===== src/rtl/simple_alu_pkg.sv =====
// rtl/simple_alu_pkg.sv - shared opcode, instruction word and multiplier helper for simple_alu
package definitions;

    typedef enum logic [2:0] {
        ADD = 3'd0,
        SUB = 3'd1,
        MUL = 3'd2,
        AND = 3'd3,
        OR  = 3'd4,
        XOR = 3'd5,
        SHL = 3'd6,
        SHR = 3'd7
    } opcodes_t;

    typedef opcodes_t opcode_t;

    typedef struct packed {
        opcode_t     opcode;
        logic [15:0] a;
        logic [15:0] b;
    } instruction_t;

    // 16x16 unsigned product always fits in 32 bits, so no truncation occurs.
    function automatic logic [31:0] multiplier(input logic [15:0] a, input logic [15:0] b);
        return {16'h0000, a} * {16'h0000, b};
    endfunction

endpackage


===== src/rtl/simple_alu.sv =====
// rtl/simple_alu.sv - registered 8-operation ALU, one instruction per cycle, 1-cycle latency
module simple_alu
    import definitions::*;
(
    input  logic         clk,
    input  logic         rst,
    input  instruction_t IW,
    output logic [31:0]  result
);

    logic [31:0] a_ext;
    logic [31:0] b_ext;
    logic [31:0] next_result;
    logic [31:0] result_q;

    assign a_ext = {16'h0000, IW.a};
    assign b_ext = {16'h0000, IW.b};

    // Shift amounts are full 16-bit values; over-range shifts naturally yield zero.
    always_comb begin
        next_result = 32'h0000_0000;
        case (IW.opcode)
            ADD:     next_result = a_ext + b_ext;
            SUB:     next_result = a_ext - b_ext;
            MUL:     next_result = multiplier(IW.a, IW.b);
            AND:     next_result = a_ext & b_ext;
            OR:      next_result = a_ext | b_ext;
            XOR:     next_result = a_ext ^ b_ext;
            SHL:     next_result = a_ext << IW.b;
            SHR:     next_result = a_ext >> IW.b;
            default: next_result = 32'h0000_0000;
        endcase
    end

    always_ff @(posedge clk or posedge rst) begin
        if (rst) begin
            result_q <= 32'h0000_0000;
        end else begin
            result_q <= next_result;
        end
    end

    assign result = result_q;

endmodule


===== config.mk =====
export PLATFORM = sky130hd
export DESIGN_NAME = simple_alu
export DESIGN_NICKNAME = d
export VERILOG_FILES = /design/src/rtl/simple_alu_pkg.sv /design/src/rtl/simple_alu.sv
export SDC_FILE = /design/constraint.sdc
export NUM_CORES = 1
export LEC_CHECK = 0
export BUFFER_PORTS_ARGS = -buffer_cell sky130_fd_sc_hd__buf_2
export CAP_MARGIN = 20
export CORE_MARGIN = 2
export CORE_UTILIZATION = 35
export DETAILED_ROUTE_END_ITERATION = 8
export GPL_ROUTABILITY_DRIVEN = 1
export SKIP_CTS_REPAIR_TIMING = 1
export SLEW_MARGIN = 20
export SYNTH_ARGS = -nofsm -noshare
export SYNTH_HDL_FRONTEND = slang
export SYNTH_SLANG_ARGS = --single-unit

===== constraint.sdc =====
create_clock -name clk -period 1.2 [get_ports clk]
set_input_delay 0.24 -clock clk [delete_from_list [all_inputs] [get_ports clk]]
set_output_delay 0.24 -clock clk [all_outputs]
set_load 0.01 [all_outputs]

==> results by stage <==
Timing:
- The final-layout worst hold slack is -0.0205 ns.
- The hold violation count in the final report is 18.
- The worst-margin pin slew is 0.617 ns.
- In the final timing run, aggregate negative setup slack is -111.58 ns.
- The final max-slew violation count is 0.
- Setup repair after global routing could not meet its margin everywhere.
- Counting I/O delays and the setup requirement, the final critical path takes 5.45 ns.
- The share of the clock period used by the worst path is 454%.
- Setup violations remaining at the end of the flow were counted as 32.
- The worst slew margin relative to its limit is 58.5%.
- The achievable frequency is 0.183 GHz.
- Once routing completed, OpenROAD measured the worst setup slack at -4.25 ns.

Floorplan:
- The area of the die is 40200 um^2.
- The die is 201 um tall.
- The standard-cell row count is 71.
- The number of top-level pins is 69.
- Measured along the x axis, the die boundary spans 201 um.
- The core area is 37800 um^2.
- Once the floorplan was initialized, standard cells occupied 35.7% of the core.

GRT:
- After global routing the overflow that remains totals 0.
- The maximum number of pins on one net before global-route repair is 48.
- The initial antenna violation count was 1.
- The number of global-route vias before repair came to 14700.
- In the global route stage, overall resource usage came out at 28.0%.
- The first global-routing pass estimated 86.4 mm of wire.

Final layout:
- The repair_antennas step left the layout with diodes totalling 0.
- For this run, the share of the core covered by cells in the final layout is 51.6%.
- The fraction of layout cells with a size suffix above 1 is 36.3%.
- The net total in the final layout is 2513.
- The register with the most flip-flops in the layout has 32 of them.
- After routing the design area is 19500 um^2.
- Registers take 801 um^2.
- In the final layout, the multi-input gates occupy 12400 um^2.
- The number of fill cells in the layout is 3539.
- Relative to the synthesized area, the layout overhead comes to 44.6%.
- The library cell used most frequently in the layout, excluding fill and tap cells, is sky130_fd_sc_hd__buf_4.
- In the layout the commonest cells are 390 x sky130_fd_sc_hd__buf_4, 254 x sky130_fd_sc_hd__inv_1, 203 x sky130_fd_sc_hd__nor2_1.
- The number of standard cells in the final layout excluding fillers is 2639.

Critical path:
- Counting stages on the worst path, the most repeated cell is sky130_fd_sc_hd__fa_1.
- The signal on the critical path passes through buf_12 > inv_8 > nor2_4 > fa_1 > inv_2 > fa_2 > fa_1 > fa_1 > inv_1 > fa_1 > inv_1 > fa_1 > inv_2 > ha_4 > and3_4 > buf_6 > o2111a_2 > a21boi_4 > o21ai_2 > buf_6 > a31oi_4 > o311a_1 > o211ai_1.
- The critical path contains buffers and inverters numbering 8 combined.
- The required arrival time at the worst endpoint is 1.39 ns.
- The worst setup path is captured at a flop.
- The worst path arrival time is 5.64 ns.
- The cell family contributing the most delay on the critical path is adder cells.
- The maximum single-stage delay on the critical path is 0.57 ns.
- For this design, the slowest cell found on the critical path is sky130_fd_sc_hd__fa_2.
- In this run the worst path has a maximum fanout of 4.
- The startpoint-to-endpoint class of the critical path is primary input to flop.
- The worst setup path is launched from a primary input.

Synth:
- Synthesis produced a netlist with a net count of 2076.
- Counting distinct cell types in the post-synthesis netlist gives 80.
- Yosys printed 0 warnings.
- In the synthesized netlist the dominant register cell turns out to be sky130_fd_sc_hd__dfrtp_1.
- The sequential element share of the synthesized area is 5.92%.
- In the synthesized netlist the async set-or-reset flop fraction comes to 100%.
- Dividing the synthesized area by the synthesized cell count gives 7.99 um^2.
- In this run, synthesis inferred 0 flip-flops with an integrated enable.
- The flip-flop and latch count after synthesis is 32.
- The synthesized cell area is 13500 um^2.
- After technology mapping, the gate count stands at 1691.

Pwr:
- For this design the ratio of total power to cell area is 2750 nW/um^2.
- The total internal power is 27.1 mW.
- The leakage power total is 9.43 nW.
- The relative contribution of sequential cells to total power is 2.7%.
- The maximum VDD drop is 6230 uV.
- The total net switching power is 26.7 mW.
- Net switching is 49.6% of the power.
- Combinational logic is responsible for 94.6% of the overall power.
- The clock network is responsible for 2.7% of the overall power.

CTS:
- The number of H-tree levels is 2.
- The master cell of the clock root buffer is sky130_fd_sc_hd__clkbuf_16.
- Clock tree synthesis inserted a total of 5 buffers.
- The number of sinks driven by the clock tree is 32.
- The clock transition at the registers of the reported paths is 0.06 ns.
- The CTS tree is built.
- The buffer levels on the longest clock path is 2.

Routing:
- In the routed design, unresolved DRC markers number 0.
- After detailed routing, the number of vias per cell comes to 5.49.
- Detailed routing inserted a total of 14500 vias.
- The count of nets left with antenna violations once routing finished came out at 0.
- The count of TritonRoute iterations in the first routing pass is 5.
- The total wirelength of the detailed-routed design is 57.7 mm.
- The wire length per cell after detailed routing is 21.8 um.
- The detailed router's first-iteration violation count is 1377.

Placed design:
- The cell total after placement is 2591.
- Summed over all nets, the half-perimeter wirelength after detailed placement is 46.8 mm.
- The placed instances occupy a cell area of 17700 um^2.
- The weighted congestion reported at the end of routability-driven placement is 1.02.
- The count of input and output buffers is 68.

Run status:
- The run finished, with violations left.
- The final reports fail on negative hold slack, negative setup slack.

Min path:
- The type of the most critical hold path is primary input to async pin.

Job:
- The number of violations of the max-capacitance limit is 0.
==> final cells by class <==
cell class | instances | area share, %
inverter | 293 | 6.16
timing repair buffer | 520 | 22.3
multi-input combinational | 1276 | 63.4
tap | 511 | 3.27
clock buffer | 7 | 0.781
sequential | 32 | 4.10
==> synthesized netlist by cell type, types with 6 or more instances <==
cell type | n | area (um^2)
sky130_fd_sc_hd__o22ai_1 | 9 | 56.3
sky130_fd_sc_hd__a21oi_1 | 75 | 375
sky130_fd_sc_hd__o221ai_1 | 6 | 52.6
sky130_fd_sc_hd__nand2b_1 | 17 | 106
sky130_fd_sc_hd__nand3_1 | 16 | 80.1
sky130_fd_sc_hd__nand2_1 | 186 | 698
sky130_fd_sc_hd__nand4_1 | 6 | 37.5
sky130_fd_sc_hd__fa_1 | 196 | 3920
sky130_fd_sc_hd__xnor2_1 | 14 | 123
sky130_fd_sc_hd__clkinv_1 | 7 | 26.3
sky130_fd_sc_hd__o2111ai_1 | 7 | 61.3
sky130_fd_sc_hd__nor4_1 | 7 | 43.8
sky130_fd_sc_hd__a22oi_1 | 7 | 52.6
sky130_fd_sc_hd__or3_1 | 9 | 56.3
sky130_fd_sc_hd__buf_2 | 8 | 40.0
sky130_fd_sc_hd__mux2_2 | 16 | 180
sky130_fd_sc_hd__mux2i_1 | 14 | 140
sky130_fd_sc_hd__a21o_1 | 15 | 113
sky130_fd_sc_hd__a211oi_1 | 13 | 97.6
sky130_fd_sc_hd__o21ai_0 | 59 | 295
sky130_fd_sc_hd__o21a_1 | 8 | 60.1
sky130_fd_sc_hd__nor3_1 | 27 | 135
sky130_fd_sc_hd__dfrtp_1 | 32 | 801
sky130_fd_sc_hd__a211o_1 | 6 | 52.6
sky130_fd_sc_hd__a221oi_1 | 11 | 96.3
sky130_fd_sc_hd__a31oi_1 | 22 | 138
sky130_fd_sc_hd__nor2_1 | 227 | 852
sky130_fd_sc_hd__mux4_2 | 20 | 450
sky130_fd_sc_hd__and2_1 | 6 | 37.5
sky130_fd_sc_hd__o31ai_1 | 8 | 60.1
sky130_fd_sc_hd__inv_1 | 282 | 1060
sky130_fd_sc_hd__xor2_1 | 7 | 61.3
sky130_fd_sc_hd__nor2b_1 | 10 | 62.6
sky130_fd_sc_hd__o211ai_1 | 12 | 90.1
sky130_fd_sc_hd__buf_1 | 15 | 56.3
sky130_fd_sc_hd__ha_1 | 152 | 1900
sky130_fd_sc_hd__and3_1 | 7 | 43.8
sky130_fd_sc_hd__clkbuf_1 | 65 | 244
==> routing by layer <==
layer  global-route usage, %  wire (um)
met5                       0         13
met2                    44.4      26400
met4                    12.1       2790
met3                    5.67       5090
met1                    37.2      23400
==> power groups by stage <==
stage	registers, mW	clock network [mW]	logic (mW)
final	1.48	1.44	50.9
after global routing	1.51	1.52	55.2
after CTS	1.48	1.48	43.6
after detailed placement	1.50	0	43.3
after global placement	1.50	0	42.5
after floorplan	1.67	0	24.5
==> kinds of logic after synthesis <==
logic type,after synthesis,synth area share (%)
compound gates,318,15.9
fa+ha+maj,348,43.1
flops,32,5.92
simple gates,538,17.1
mux,51,5.81
xor+xnor,21,1.36
buf+inv,383,10.8
==> through the flow <==
stage | total power [mW] | setup WS, ns | hold WS, ns
after floorplan | 26.2 | -4.53 | 0.356
after global placement | 44.0 | -4.74 | 0.297
after detailed placement | 44.8 | -4.87 | 0.308
after CTS | 46.6 | -4.57 | -0.0132
after global routing | 58.2 | -4.42 | 0.00714
final | 53.8 | -4.25 | -0.0205
==> how the worst max path moves through the flow <==
stage	to	depth (start not counted)	start
after global placement	result[26]	20	IW[9]
final	result[26]	23	IW[23]
after floorplan	result[29]	23	IW[3]
after CTS	result[26]	20	IW[9]
after detailed placement	result[26]	20	IW[9]
after global routing	result[30]	25	IW[23]
No activity file was read; power rests on OpenSTA's default activity.
